$ cat src/rtl/apb_pkg.sv
// Shared definitions for the APB command master: FSM states, slave count,
// default widths and the slave-select decode.
package apb_pkg;

  localparam int NUM_SLAVES  = 4;
  localparam int DEF_ADDR_W  = 8;
  localparam int DEF_DATA_W  = 8;
  localparam int DEF_TIMEOUT = 1000;

  typedef enum logic [1:0] {
    IDLE   = 2'd0,
    SETUP  = 2'd1,
    ACCESS = 2'd2,
    RESP   = 2'd3
  } apb_state_e;

  function automatic logic [NUM_SLAVES-1:0] slave_onehot(input logic [1:0] id);
    logic [NUM_SLAVES-1:0] sel;
    sel     = '0;
    sel[id] = 1'b1;
    return sel;
  endfunction

endpackage

$ cat src/rtl/apb_cmd_master_if.sv
// Command/response handshake plus APB bus bundle; the master modport is the
// view of the command master, the slave modport the view of its environment.
interface apb_cmd_master_if import apb_pkg::*; #(
  parameter int ADDR_W = DEF_ADDR_W,
  parameter int DATA_W = DEF_DATA_W
);

  logic                  cmd_valid;
  logic                  cmd_ready;
  logic                  cmd_write;
  logic [1:0]            cmd_slave;
  logic [ADDR_W-1:0]     cmd_addr;
  logic [DATA_W-1:0]     cmd_wdata;

  logic                  rsp_valid;
  logic                  rsp_ready;
  logic [DATA_W-1:0]     rsp_rdata;
  logic                  rsp_err;

  logic [NUM_SLAVES-1:0] psel;
  logic                  penable;
  logic                  pwrite;
  logic [ADDR_W-1:0]     paddr;
  logic [DATA_W-1:0]     pwdata;
  logic [DATA_W-1:0]     prdata;
  logic                  pready;

  modport master (
    input  cmd_valid, cmd_write, cmd_slave, cmd_addr, cmd_wdata,
    input  rsp_ready, prdata, pready,
    output cmd_ready, rsp_valid, rsp_rdata, rsp_err,
    output psel, penable, pwrite, paddr, pwdata
  );

  modport slave (
    output cmd_valid, cmd_write, cmd_slave, cmd_addr, cmd_wdata,
    output rsp_ready, prdata, pready,
    input  cmd_ready, rsp_valid, rsp_rdata, rsp_err,
    input  psel, penable, pwrite, paddr, pwdata
  );

endinterface

$ cat src/rtl/apb_timeout_cnt.sv
// ACCESS-cycle counter: cleared when a command is accepted, counts SETUP and
// ACCESS cycles (so it reads 1 in the first ACCESS cycle) and saturates at TIMEOUT.
module apb_timeout_cnt #(
  parameter int TIMEOUT = 1000
) (
  input  logic clk,
  input  logic rst_n,
  input  logic clear_i,
  input  logic enable_i,
  output logic expired_o
);

  localparam int              CNT_W = $clog2(TIMEOUT + 1);
  localparam logic [CNT_W-1:0] LIMIT = CNT_W'(TIMEOUT);

  logic [CNT_W-1:0] cnt_q;
  logic [CNT_W-1:0] cnt_d;
  logic             expired_q;
  logic             expired_d;

  // Saturating increment keeps the count pinned at TIMEOUT instead of wrapping.
  always_comb begin
    cnt_d = cnt_q;
    if (clear_i) begin
      cnt_d = '0;
    end else if (enable_i && (cnt_q != LIMIT)) begin
      cnt_d = cnt_q + CNT_W'(1);
    end else begin
      cnt_d = cnt_q;
    end
    expired_d = (cnt_d == LIMIT);
  end

  always_ff @(posedge clk or negedge rst_n) begin
    if (!rst_n) begin
      cnt_q     <= '0;
      expired_q <= 1'b0;
    end else begin
      cnt_q     <= cnt_d;
      expired_q <= expired_d;
    end
  end

  assign expired_o = expired_q;

endmodule

$ cat src/rtl/apb_cmd_master.sv
// Converts single command handshakes into APB SETUP/ACCESS transfers with a
// bounded wait for pready, returning read data or a timeout error.
module apb_cmd_master import apb_pkg::*; #(
  parameter int ADDR_W  = DEF_ADDR_W,
  parameter int DATA_W  = DEF_DATA_W,
  parameter int TIMEOUT = DEF_TIMEOUT
) (
  input logic               clk,
  input logic               rst_n,
  apb_cmd_master_if.master  bus
);

  apb_state_e            state_q;
  apb_state_e            state_d;

  logic [NUM_SLAVES-1:0] psel_q;
  logic [NUM_SLAVES-1:0] psel_d;
  logic                  penable_q;
  logic                  penable_d;
  logic                  pwrite_q;
  logic                  pwrite_d;
  logic [ADDR_W-1:0]     paddr_q;
  logic [ADDR_W-1:0]     paddr_d;
  logic [DATA_W-1:0]     pwdata_q;
  logic [DATA_W-1:0]     pwdata_d;

  logic                  cmd_ready_q;
  logic                  cmd_ready_d;
  logic                  rsp_valid_q;
  logic                  rsp_valid_d;
  logic [DATA_W-1:0]     rsp_rdata_q;
  logic [DATA_W-1:0]     rsp_rdata_d;
  logic                  rsp_err_q;
  logic                  rsp_err_d;

  logic                  accept_s;
  logic                  cnt_clear_s;
  logic                  cnt_enable_s;
  logic                  expired_s;

  assign accept_s     = bus.cmd_valid && cmd_ready_q;
  assign cnt_clear_s  = accept_s;
  assign cnt_enable_s = (state_q == SETUP) || (state_q == ACCESS);

  apb_timeout_cnt #(
    .TIMEOUT (TIMEOUT)
  ) u_timeout_cnt (
    .clk       (clk),
    .rst_n     (rst_n),
    .clear_i   (cnt_clear_s),
    .enable_i  (cnt_enable_s),
    .expired_o (expired_s)
  );

  // A pready seen in the expiry cycle wins over the timeout.
  always_comb begin
    state_d = state_q;
    case (state_q)
      IDLE: begin
        if (accept_s) begin
          state_d = SETUP;
        end else begin
          state_d = IDLE;
        end
      end
      SETUP: begin
        state_d = ACCESS;
      end
      ACCESS: begin
        if (bus.pready || expired_s) begin
          state_d = RESP;
        end else begin
          state_d = ACCESS;
        end
      end
      RESP: begin
        if (bus.rsp_ready) begin
          state_d = IDLE;
        end else begin
          state_d = RESP;
        end
      end
      default: begin
        state_d = IDLE;
      end
    endcase
  end

  // Every bus and response output is computed one cycle ahead and registered.
  always_comb begin
    psel_d      = psel_q;
    penable_d   = penable_q;
    pwrite_d    = pwrite_q;
    paddr_d     = paddr_q;
    pwdata_d    = pwdata_q;
    rsp_rdata_d = rsp_rdata_q;
    rsp_err_d   = rsp_err_q;
    case (state_q)
      IDLE: begin
        if (accept_s) begin
          psel_d      = slave_onehot(bus.cmd_slave);
          penable_d   = 1'b0;
          pwrite_d    = bus.cmd_write;
          paddr_d     = bus.cmd_addr;
          pwdata_d    = bus.cmd_wdata;
          rsp_rdata_d = '0;
          rsp_err_d   = 1'b0;
        end else begin
          psel_d    = '0;
          penable_d = 1'b0;
        end
      end
      SETUP: begin
        penable_d = 1'b1;
      end
      ACCESS: begin
        if (bus.pready) begin
          psel_d      = '0;
          penable_d   = 1'b0;
          rsp_rdata_d = pwrite_q ? '0 : bus.prdata;
          rsp_err_d   = 1'b0;
        end else if (expired_s) begin
          psel_d      = '0;
          penable_d   = 1'b0;
          rsp_rdata_d = '0;
          rsp_err_d   = 1'b1;
        end else begin
          psel_d    = psel_q;
          penable_d = 1'b1;
        end
      end
      RESP: begin
        psel_d    = '0;
        penable_d = 1'b0;
      end
      default: begin
        psel_d      = '0;
        penable_d   = 1'b0;
        rsp_rdata_d = '0;
        rsp_err_d   = 1'b0;
      end
    endcase
    cmd_ready_d = (state_d == IDLE);
    rsp_valid_d = (state_d == RESP);
  end

  always_ff @(posedge clk or negedge rst_n) begin
    if (!rst_n) begin
      state_q     <= IDLE;
      psel_q      <= '0;
      penable_q   <= 1'b0;
      pwrite_q    <= 1'b0;
      paddr_q     <= '0;
      pwdata_q    <= '0;
      cmd_ready_q <= 1'b1;
      rsp_valid_q <= 1'b0;
      rsp_rdata_q <= '0;
      rsp_err_q   <= 1'b0;
    end else begin
      state_q     <= state_d;
      psel_q      <= psel_d;
      penable_q   <= penable_d;
      pwrite_q    <= pwrite_d;
      paddr_q     <= paddr_d;
      pwdata_q    <= pwdata_d;
      cmd_ready_q <= cmd_ready_d;
      rsp_valid_q <= rsp_valid_d;
      rsp_rdata_q <= rsp_rdata_d;
      rsp_err_q   <= rsp_err_d;
    end
  end

  assign bus.cmd_ready = cmd_ready_q;
  assign bus.rsp_valid = rsp_valid_q;
  assign bus.rsp_rdata = rsp_rdata_q;
  assign bus.rsp_err   = rsp_err_q;
  assign bus.psel      = psel_q;
  assign bus.penable   = penable_q;
  assign bus.pwrite    = pwrite_q;
  assign bus.paddr     = paddr_q;
  assign bus.pwdata    = pwdata_q;

endmodule

$ cat src/flat_wrapper.sv
// flat-port wrapper written by rule: the top's interface ports become plain ports
module apb_cmd_master_flat import apb_pkg::*;
#(
  parameter int ADDR_W  = DEF_ADDR_W,
  parameter int DATA_W  = DEF_DATA_W,
  parameter int TIMEOUT = DEF_TIMEOUT
)
  (clk, rst_n, bus_cmd_valid, bus_cmd_write, bus_cmd_slave, bus_cmd_addr, bus_cmd_wdata, bus_rsp_ready, bus_prdata, bus_pready, bus_cmd_ready, bus_rsp_valid, bus_rsp_rdata, bus_rsp_err, bus_psel, bus_penable, bus_pwrite, bus_paddr, bus_pwdata);
  apb_cmd_master_if #(.ADDR_W(ADDR_W), .DATA_W(DATA_W)) bus_i ();
  input logic clk;
  input logic rst_n;
  input wire logic [$bits(bus_i.cmd_valid)-1:0] bus_cmd_valid;
  input wire logic [$bits(bus_i.cmd_write)-1:0] bus_cmd_write;
  input wire logic [$bits(bus_i.cmd_slave)-1:0] bus_cmd_slave;
  input wire logic [$bits(bus_i.cmd_addr)-1:0] bus_cmd_addr;
  input wire logic [$bits(bus_i.cmd_wdata)-1:0] bus_cmd_wdata;
  input wire logic [$bits(bus_i.rsp_ready)-1:0] bus_rsp_ready;
  input wire logic [$bits(bus_i.prdata)-1:0] bus_prdata;
  input wire logic [$bits(bus_i.pready)-1:0] bus_pready;
  output wire logic [$bits(bus_i.cmd_ready)-1:0] bus_cmd_ready;
  output wire logic [$bits(bus_i.rsp_valid)-1:0] bus_rsp_valid;
  output wire logic [$bits(bus_i.rsp_rdata)-1:0] bus_rsp_rdata;
  output wire logic [$bits(bus_i.rsp_err)-1:0] bus_rsp_err;
  output wire logic [$bits(bus_i.psel)-1:0] bus_psel;
  output wire logic [$bits(bus_i.penable)-1:0] bus_penable;
  output wire logic [$bits(bus_i.pwrite)-1:0] bus_pwrite;
  output wire logic [$bits(bus_i.paddr)-1:0] bus_paddr;
  output wire logic [$bits(bus_i.pwdata)-1:0] bus_pwdata;
  assign bus_i.cmd_valid = bus_cmd_valid;
  assign bus_i.cmd_write = bus_cmd_write;
  assign bus_i.cmd_slave = bus_cmd_slave;
  assign bus_i.cmd_addr = bus_cmd_addr;
  assign bus_i.cmd_wdata = bus_cmd_wdata;
  assign bus_i.rsp_ready = bus_rsp_ready;
  assign bus_i.prdata = bus_prdata;
  assign bus_i.pready = bus_pready;
  assign bus_cmd_ready = bus_i.cmd_ready;
  assign bus_rsp_valid = bus_i.rsp_valid;
  assign bus_rsp_rdata = bus_i.rsp_rdata;
  assign bus_rsp_err = bus_i.rsp_err;
  assign bus_psel = bus_i.psel;
  assign bus_penable = bus_i.penable;
  assign bus_pwrite = bus_i.pwrite;
  assign bus_paddr = bus_i.paddr;
  assign bus_pwdata = bus_i.pwdata;
  apb_cmd_master #(.ADDR_W(ADDR_W), .DATA_W(DATA_W), .TIMEOUT(TIMEOUT)) u_core (.clk(clk), .rst_n(rst_n), .bus(bus_i));
endmodule
$ cat config.mk
export PLATFORM = sky130hd
export DESIGN_NAME = apb_cmd_master_flat
export DESIGN_NICKNAME = d
export VERILOG_FILES = /design/src/rtl/apb_pkg.sv /design/src/rtl/apb_cmd_master_if.sv /design/src/rtl/apb_timeout_cnt.sv /design/src/rtl/apb_cmd_master.sv /design/src/flat_wrapper.sv
export SDC_FILE = /design/constraint.sdc
export NUM_CORES = 1
export LEC_CHECK = 0
export CAP_MARGIN = 10
export CORE_ASPECT_RATIO = 0.9
export CORE_MARGIN = 2
export CORE_UTILIZATION = 41
export CTS_CLUSTER_SIZE = 16
export DETAILED_ROUTE_END_ITERATION = 10
export PLACE_DENSITY = 0.81
export SYNTH_ARGS = -nofsm -noshare
export SYNTH_HDL_FRONTEND = slang
export SYNTH_SLANG_ARGS = --single-unit
$ cat constraint.sdc
create_clock -name clk -period 1.95 [get_ports clk]
set_clock_uncertainty 0.05 [all_clocks]
set_input_delay 0.39 -clock clk [delete_from_list [all_inputs] [get_ports clk]]
set_output_delay 0.39 -clock clk [all_outputs]
set_load 0.01 [all_outputs]
==> qor.csv, run 1 <==
stage,metric,value,unit
placed_design,hpwl dp,3.18,mm
timing,Setup TNS,0,ns
clock_network,root buffer cell,clkbuf_8,
worst_setup_path,crit path buf inv count,1,
detailed_routing,antenna-violating nets left,0,
timing,Min Hold Slack,0.103,ns
yosys,yosys warns,0,
worst_setup_path,reg2reg end,u_core.u_timeout_cnt.expired_o,
placed_design,routability congestion estimate,0.823,
yosys,largest family of logic cells by synthesized area,simple AND/OR/NAND/NOR gates,
global_route,initial antenna violation count,0,
timing,Slew @ Worst Pin,0.572,ns
placed_design,DP Area,2870,µm²
worst_setup_path,slowest CP cell,or4b_4,
worst_setup_path,critical path launch point,u_core.u_timeout_cnt.cnt_q[1],
run_status,status,"finished, final reports clean",
worst_setup_path,worst reg2reg startpoint,u_core.u_timeout_cnt.cnt_q[1],
clock_network,"CTS clk-pin slew, worst paths",0.09,ns
timing,final setup violation count,0,
clock_network,H-tree levels,2,
yosys,Post-synth EDFFs,0,
clock_network,total CTS buffers,5,
power,worst ir drop on vdd,0.000662,V
yosys,Yosys top cell by area,dfrtp_1,
detailed_routing,DRC Markers,0,
final_layout,share of layout cells above drive strength 1,21.3,%
timing,min Tclk post-route,1.91,ns
yosys,Mapped Cells,181,
yosys,"Seq/Total Area, Yosys",56.6,%
clock_network,clk_lat worst skew,0.30,ns
worst_setup_path,worst path cell trace,"inv_2, ha_4, nand2_2, or4b_4, o21ai_4, mux2i_1, nor4bb_1",
placed_design,IO buf count,64,
timing,Worst slew margin,61.9,%
yosys,Async SR Flop Fraction,100,%
final_layout,Final Cell Area,3040,µm²
worst_setup_path,worst path required time,2.11,ns
detailed_routing,initial DRC count,35,
worst_setup_path,max incr delay on CP,0.54,ns
timing,Max Slew Vio Count,0,
yosys,Post-Syn Nets,219,
floorplanning,die area,5550,µm²
worst_setup_path,Critical Path AT,2.07,ns
floorplanning,Starting Density,42.4,%
floorplanning,row cnt,24,
global_route,GRT Total Usage,16.4,%
timing,RSZ-0062 raised after global routing,true,
detailed_routing,Vias,1638,
detailed_routing,final wirelength,4.37,mm
floorplanning,Die Ht,70.9,µm
global_route,number of global-route vias before repair,1629,
power,total chip power,4130,µW
worst_setup_path,Setup CP Type,reg2reg,
floorplanning,Die Wd,78.3,µm
yosys,top_reg_cell synth,dfrtp_1,
worst_setup_path,CP Capture Type,register,
timing,crit share post-route,98.0,%
worst_setup_path,worst reg2reg path depth,7,
yosys,Synth Area in Compound Gates,9.46,%
final_layout,n_diodes,0,
detailed_routing,WL/cell,13.2,µm
worst_setup_path,flop-to-flop setup slack,0.04,ns
power,P per Cell Area,1360,nW/µm²
yosys,post-synthesis simple-gate area fraction,13.7,%
clock_network,clk sink count,46,
global_route,gr ovfl total,0,
worst_setup_path,nature of the critical path startpoint,register,
detailed_routing,drt pass-1 iters,4,
yosys,Synth cell types,31,
yosys,synthesized cell area,2040,µm²
yosys,leading post-synthesis cells by cell area,"dfrtp_1 (55%), mux2_2 (9.4%), o21ai_0 (4.2%)",
worst_setup_path,"CP delay by family, top",simple AND/OR/NAND/NOR gates,
global_route,pin count of the biggest net entering global routing,47,
clock_network,CTS tree,done,
final_layout,fin nets,304,
global_route,first-pass GRT wire length,7.14,mm
yosys,mux contribution to synthesized area,10.9,%
power,Pleak,0.00130,µW
worst_setup_path,Max Fanout on Critical Path,5,
hold_path,Hold/Removal Path Class,in2async,
timing,final hold violations,0,
detailed_routing,DR vias/cell,4.93,
floorplanning,core footprint,4800,µm²
yosys,Yosys top cell area share,55.3,%
job,Max Cap Viol,0,
yosys,mean post-synth cell area,11.3,µm²
timing,Fmax,524,MHz
yosys,flop and latch count out of synthesis,46,
final_layout,Finished Core Util,63.2,%
final_layout,synthesis-to-layout area growth,49.1,%
clock_network,clk buf depth,2,
floorplanning,Boundary Pins,65,
yosys,xor/xnor share of the synthesized area,2.58,%
yosys,adder-cell share of the synthesized area,3.69,%
cell usage in the layout, fill, tap and decap left out, types with 2 or more instances in the layout:
cell	count
o21ai_0	17
buf_4	16
nand4_1	3
nor3_1	2
clkbuf_8	5
ha_1	4
clkdlybuf4s50_1	63
mux2i_1	3
nor2b_1	2
mux2_2	17
ha_4	2
nor2_1	15
inv_2	2
a21oi_1	3
xor2_1	2
nand3_1	8
a21oi_2	2
inv_1	12
dfrtp_1	44
xnor2_1	4
a32o_1	4
and2_1	3
nand2_1	13
sequential cells by signal, indices dropped and copies added (netlist names):
register and flops:
u_core.bus.rsp_err 1, u_core.bus.penable 1, u_core.bus.pwrite 1, u_core.u_timeout_cnt.cnt_q 10, u_core.state_q 2, u_core.bus.rsp_rdata 8
u_core.bus.pwdata 8, u_core.bus.psel 4, u_core.bus.cmd_ready 1, u_core.bus.paddr 8, u_core.bus.rsp_valid 1, u_core.u_timeout_cnt.expired_o 1
synthesized netlist by cell type, types with 4 or more instances:
cell and instances:
dfrtp_1 45, mux2_2 17, o21ai_0 17, nor2_1 15, inv_1 14, nand2_1 14, nand3_1 8, ha_1 6
a21oi_1 5, a32o_1 4, xnor2_1 4
final cells by class:
cell class              count  area, µm²
clock inverters             3       43.8
inverters                  14       52.6
fillers                   378       1770
clock buffers               5       68.8
repair buffers             81        776
flip-flops and latches     46       1150
multi-input cells         118        861
well taps                  65       81.3
worst max path at each step:
stage                                endpoint  slack (ns)  cells past startpoint
2_1_floorplan  u_core.u_timeout_cnt.expired_o        0.05                      7
3_3_place_gp   u_core.u_timeout_cnt.expired_o        0.08                      7
3_5_place_dp   u_core.u_timeout_cnt.expired_o        0.01                      7
4_1_cts        u_core.u_timeout_cnt.expired_o        0.02                      7
5_1_grt        u_core.u_timeout_cnt.expired_o       -0.11                      7
6_report       u_core.u_timeout_cnt.expired_o        0.04                      7
logic make-up (layout without fill, tap and decap cells):
group | count (synthesis) | in the layout
simple gates | 56 | 56
flops | 46 | 46
compound gates | 30 | 30
xor+xnor | 6 | 6
buf+inv | 17 | 103
fa+ha+maj | 6 | 6
mux | 20 | 20
what timing repair did:
item | CTS | global route
hold buffers | 0 | 0
gates resized for setup | 2 | 7
pin swaps | 1 | 4
endpoints found under the setup margin | 1 | 3
endpoints found under the hold margin | 0 | 0
buffers inserted | 3 | 1
per-layer routing:
layer / share of wire, % / up-vias / track usage, % / routed length, µm
li1: - / 794 / - / -
met5: 0 / - / 0 / 0
met2: 50 / 46 / 28.4 / 2170
met3: 4.6 / 8 / 4.34 / 200
met1: 44 / 790 / 19.9 / 1920
met4: 1.8 / 0 / 6.24 / 78
report_power, final:
part	total, µW	switching [µW]	internal [µW]	leakage (µW)
logic	1980	845	1130	0.000646
registers	1440	171	1270	0.000592
clock network	715	331	384	0.0000585
total	4130	1350	2790	0.00130
metrics by stage:
step	setup WS (ns)	instances
floorplan	0.0492	181
global placement	0.0849	320
detailed placement	0.0150	320
CTS	0.0153	331
global route	-0.106	332
finish	0.0399	332
No activity file was read; power rests on OpenSTA's default activity.
==> inputs of run 2 (changes only) <==
Settings changed: CORE_MARGIN 2 to 5, CORE_UTILIZATION 41 to 46, HOLD_SLACK_MARGIN set to 0.03, PLACE_DENSITY 0.81 to 0.86.
Clock period 1.95 ns to 1.8 ns, I/O delays scaled along.
==> qor.csv, run 2 (synthesized netlist as in run 1, its figures left out) <==
stage,metric,value,unit,change
floorplanning,Die Ht,73.1,µm,+3.2%
timing,final setup violation count,1,,+1
run_status,status,"complete, but fails checks",,
hold_path,Hold/Removal Path Class,reg2reg,,
detailed_routing,initial DRC count,52,,+49%
final_layout,n_diodes,0,,unchanged
placed_design,hpwl dp,3.63,mm,+14%
placed_design,routability congestion estimate,0.801,,-2.7%
floorplanning,Die Wd,80.1,µm,+2.4%
final_layout,"commonest non-fill, non-tap cell in the layout",clkdlybuf4s50_1,,
detailed_routing,final wirelength,4.69,mm,+7.2%
worst_setup_path,worst reg2reg startpoint,u_core.u_timeout_cnt.cnt_q[7],,
worst_setup_path,Critical Path AT,2.00,ns,-0.07 ns
placed_design,Place WS,-0.0685,ns,-0.0835 ns
floorplanning,die area,5860,µm²,+5.6%
run_status,failing checks,setup timing,,
global_route,gr ovfl total,0,,unchanged
timing,crit share post-route,103,%,+5.1 points
detailed_routing,DR vias/cell,4.97,,+0.68%
final_layout,Finished Core Util,70.6,%,+7.4 points
clock_network,total CTS buffers,5,,unchanged
global_route,number of global-route vias before repair,1741,,+6.9%
global_route,pin count of the biggest net entering global routing,30,,-36%
placed_design,IO buf count,64,,unchanged
clock_network,clk sink count,46,,unchanged
final_layout,"commonest non-fill, non-tap cells in the layout","clkdlybuf4s50_1 (62), dfrtp_1 (45), buf_4 (21)",,
timing,Worst slew margin,70.1,%,+8.2 points
final_layout,fin nets,311,,+2.3%
timing,fin worst setup slack,-0.0542,ns,-0.0940 ns
timing,Setup TNS,-0.0542,ns,-0.0542 ns
final_layout,share of layout cells above drive strength 1,21.5,%,+0.18 points
floorplanning,row cnt,23,,-4.2%
timing,Slew @ Worst Pin,0.449,ns,-0.123 ns
worst_setup_path,Critical Path Sink,u_core.u_timeout_cnt.expired_o,,
timing,final hold violations,0,,unchanged
final_layout,Fillers,336,,-11%
final_layout,Largest register FFs,10,,unchanged
job,Max Cap Viol,0,,unchanged
global_route,GRT Total Usage,17.2,%,+0.76 points
detailed_routing,antenna-violating nets left,0,,unchanged
clock_network,CTS tree,done,,
worst_setup_path,critical path launch point,u_core.u_timeout_cnt.cnt_q[7],,
detailed_routing,DRC Markers,0,,unchanged
power,Pleak,0.00133,µW,+2.8%
final_layout,synthesis-to-layout area growth,51.5,%,
worst_setup_path,worst path required time,1.95,ns,-0.16 ns
floorplanning,Starting Density,46.6,%,+4.2 points
clock_network,clk buf depth,2,,unchanged
clock_network,clk_lat worst skew,0.30,ns,about the same
power,worst ir drop on vdd,0.00101,V,+53%
worst_setup_path,Max Fanout on Critical Path,3,,-2
timing,Max Slew Vio Count,0,,unchanged
worst_setup_path,reg2reg end,u_core.u_timeout_cnt.expired_o,,
clock_network,H-tree levels,2,,unchanged
detailed_routing,Vias,1669,,+1.9%
timing,min Tclk post-route,1.85,ns,-0.0560 ns
floorplanning,Boundary Pins,65,,unchanged
floorplanning,core footprint,4370,µm²,-9.0%
clock_network,root buffer cell,clkbuf_8,,
global_route,initial antenna violation count,0,,unchanged
worst_setup_path,flop-to-flop setup slack,-0.05,ns,-0.09 ns
worst_setup_path,worst reg2reg path depth,5,,-2
final_layout,"Most flops, register",u_core.u_timeout_cnt.cnt_q,,
detailed_routing,WL/cell,13.9,µm,+5.9%
worst_setup_path,nature of the critical path startpoint,register,,
detailed_routing,drt pass-1 iters,4,,unchanged
timing,Fmax,539,MHz,+3.0%
worst_setup_path,CP Capture Type,register,,
clock_network,"CTS clk-pin slew, worst paths",0.09,ns,about the same
timing,RSZ-0062 raised after global routing,true,,
power,total chip power,4460,µW,+7.8%
power,P per Cell Area,1440,nW/µm²,+6.0%
global_route,first-pass GRT wire length,7.78,mm,+9.0%
worst_setup_path,Setup CP Type,reg2reg,,
run 2: timing repair:
action	CTS	global route
buffers inserted	1	1
pin swaps	1	2
endpoints found under the hold margin	16	0
setup endpoints to repair	3	12
resized for setup	1	4
hold buffers	1	0
run 2: worst min path at each step:
stage / end / cells past startpoint / start
floorplan: u_core.bus.paddr[0] / 0 / rst_n
global placement: u_core.bus.psel[0] / 1 / rst_n
detailed placement: u_core.bus.psel[0] / 1 / rst_n
CTS: u_core.bus.psel[1] / 1 / u_core.bus.psel[1]
global route: u_core.bus.paddr[3] / 1 / u_core.bus.paddr[3]
finish: u_core.bus.psel[1] / 1 / u_core.bus.psel[1]
run 2: area by class of cell:
type / count / area (µm²) / share of cell area [%]
clock inverters: 1 / 30.0 / 0.973
clock buffers: 7 / 76.3 / 2.47
well taps: 62 / 77.6 / 2.51
multi-input cells: 118 / 856 / 27.7
repair buffers: 88 / 842 / 27.3
flip-flops and latches: 46 / 1150 / 37.3
inverters: 14 / 52.6 / 1.70
run 2: per-layer routing:
layer / vias to the layer above / GRT usage (%) / wire (µm)
met3: 6 / 5.56 / 334
met4: 0 / 5.44 / 64
met1: 796 / 21.4 / 2010
met2: 58 / 28.5 / 2280
li1: 809 / - / -
met5: - / 0 / 0
run 2: worst max-delay path: stages (launching register included):
cell and delay, ns:
dfrtp_1 0.40, nand4_1 0.17, or4b_4 0.58, o21ai_4 0.19, mux2i_1 0.10, nor4bb_1 0.26
run 2: power breakdown:
group | switching, µW | internal (µW) | total (µW) | leakage [µW]
Clock | 338 | 416 | 754 | 0.0000524
Sequential | 179 | 1380 | 1560 | 0.000594
Combinational | 920 | 1230 | 2140 | 0.000686
run 2: stage by stage:
| stage | cells | area [µm²] | hold slack, ns |
|---|---|---|---|
| global placement | 325 | 2940 | 0.279 |
| detailed placement | 325 | 2940 | 0.284 |
| global route | 336 | 3090 | 0.473 |
| floorplan | 181 | 2060 | 0.0144 |
| CTS | 335 | 3060 | 0.452 |
| finish | 336 | 3090 | 0.448 |
==> inputs of run 3 (changes only) <==
Settings changed: SLEW_MARGIN set to 40.
==> results of run 3 <==
No change in the layout: final DEF, timing and power equal those of run 2.
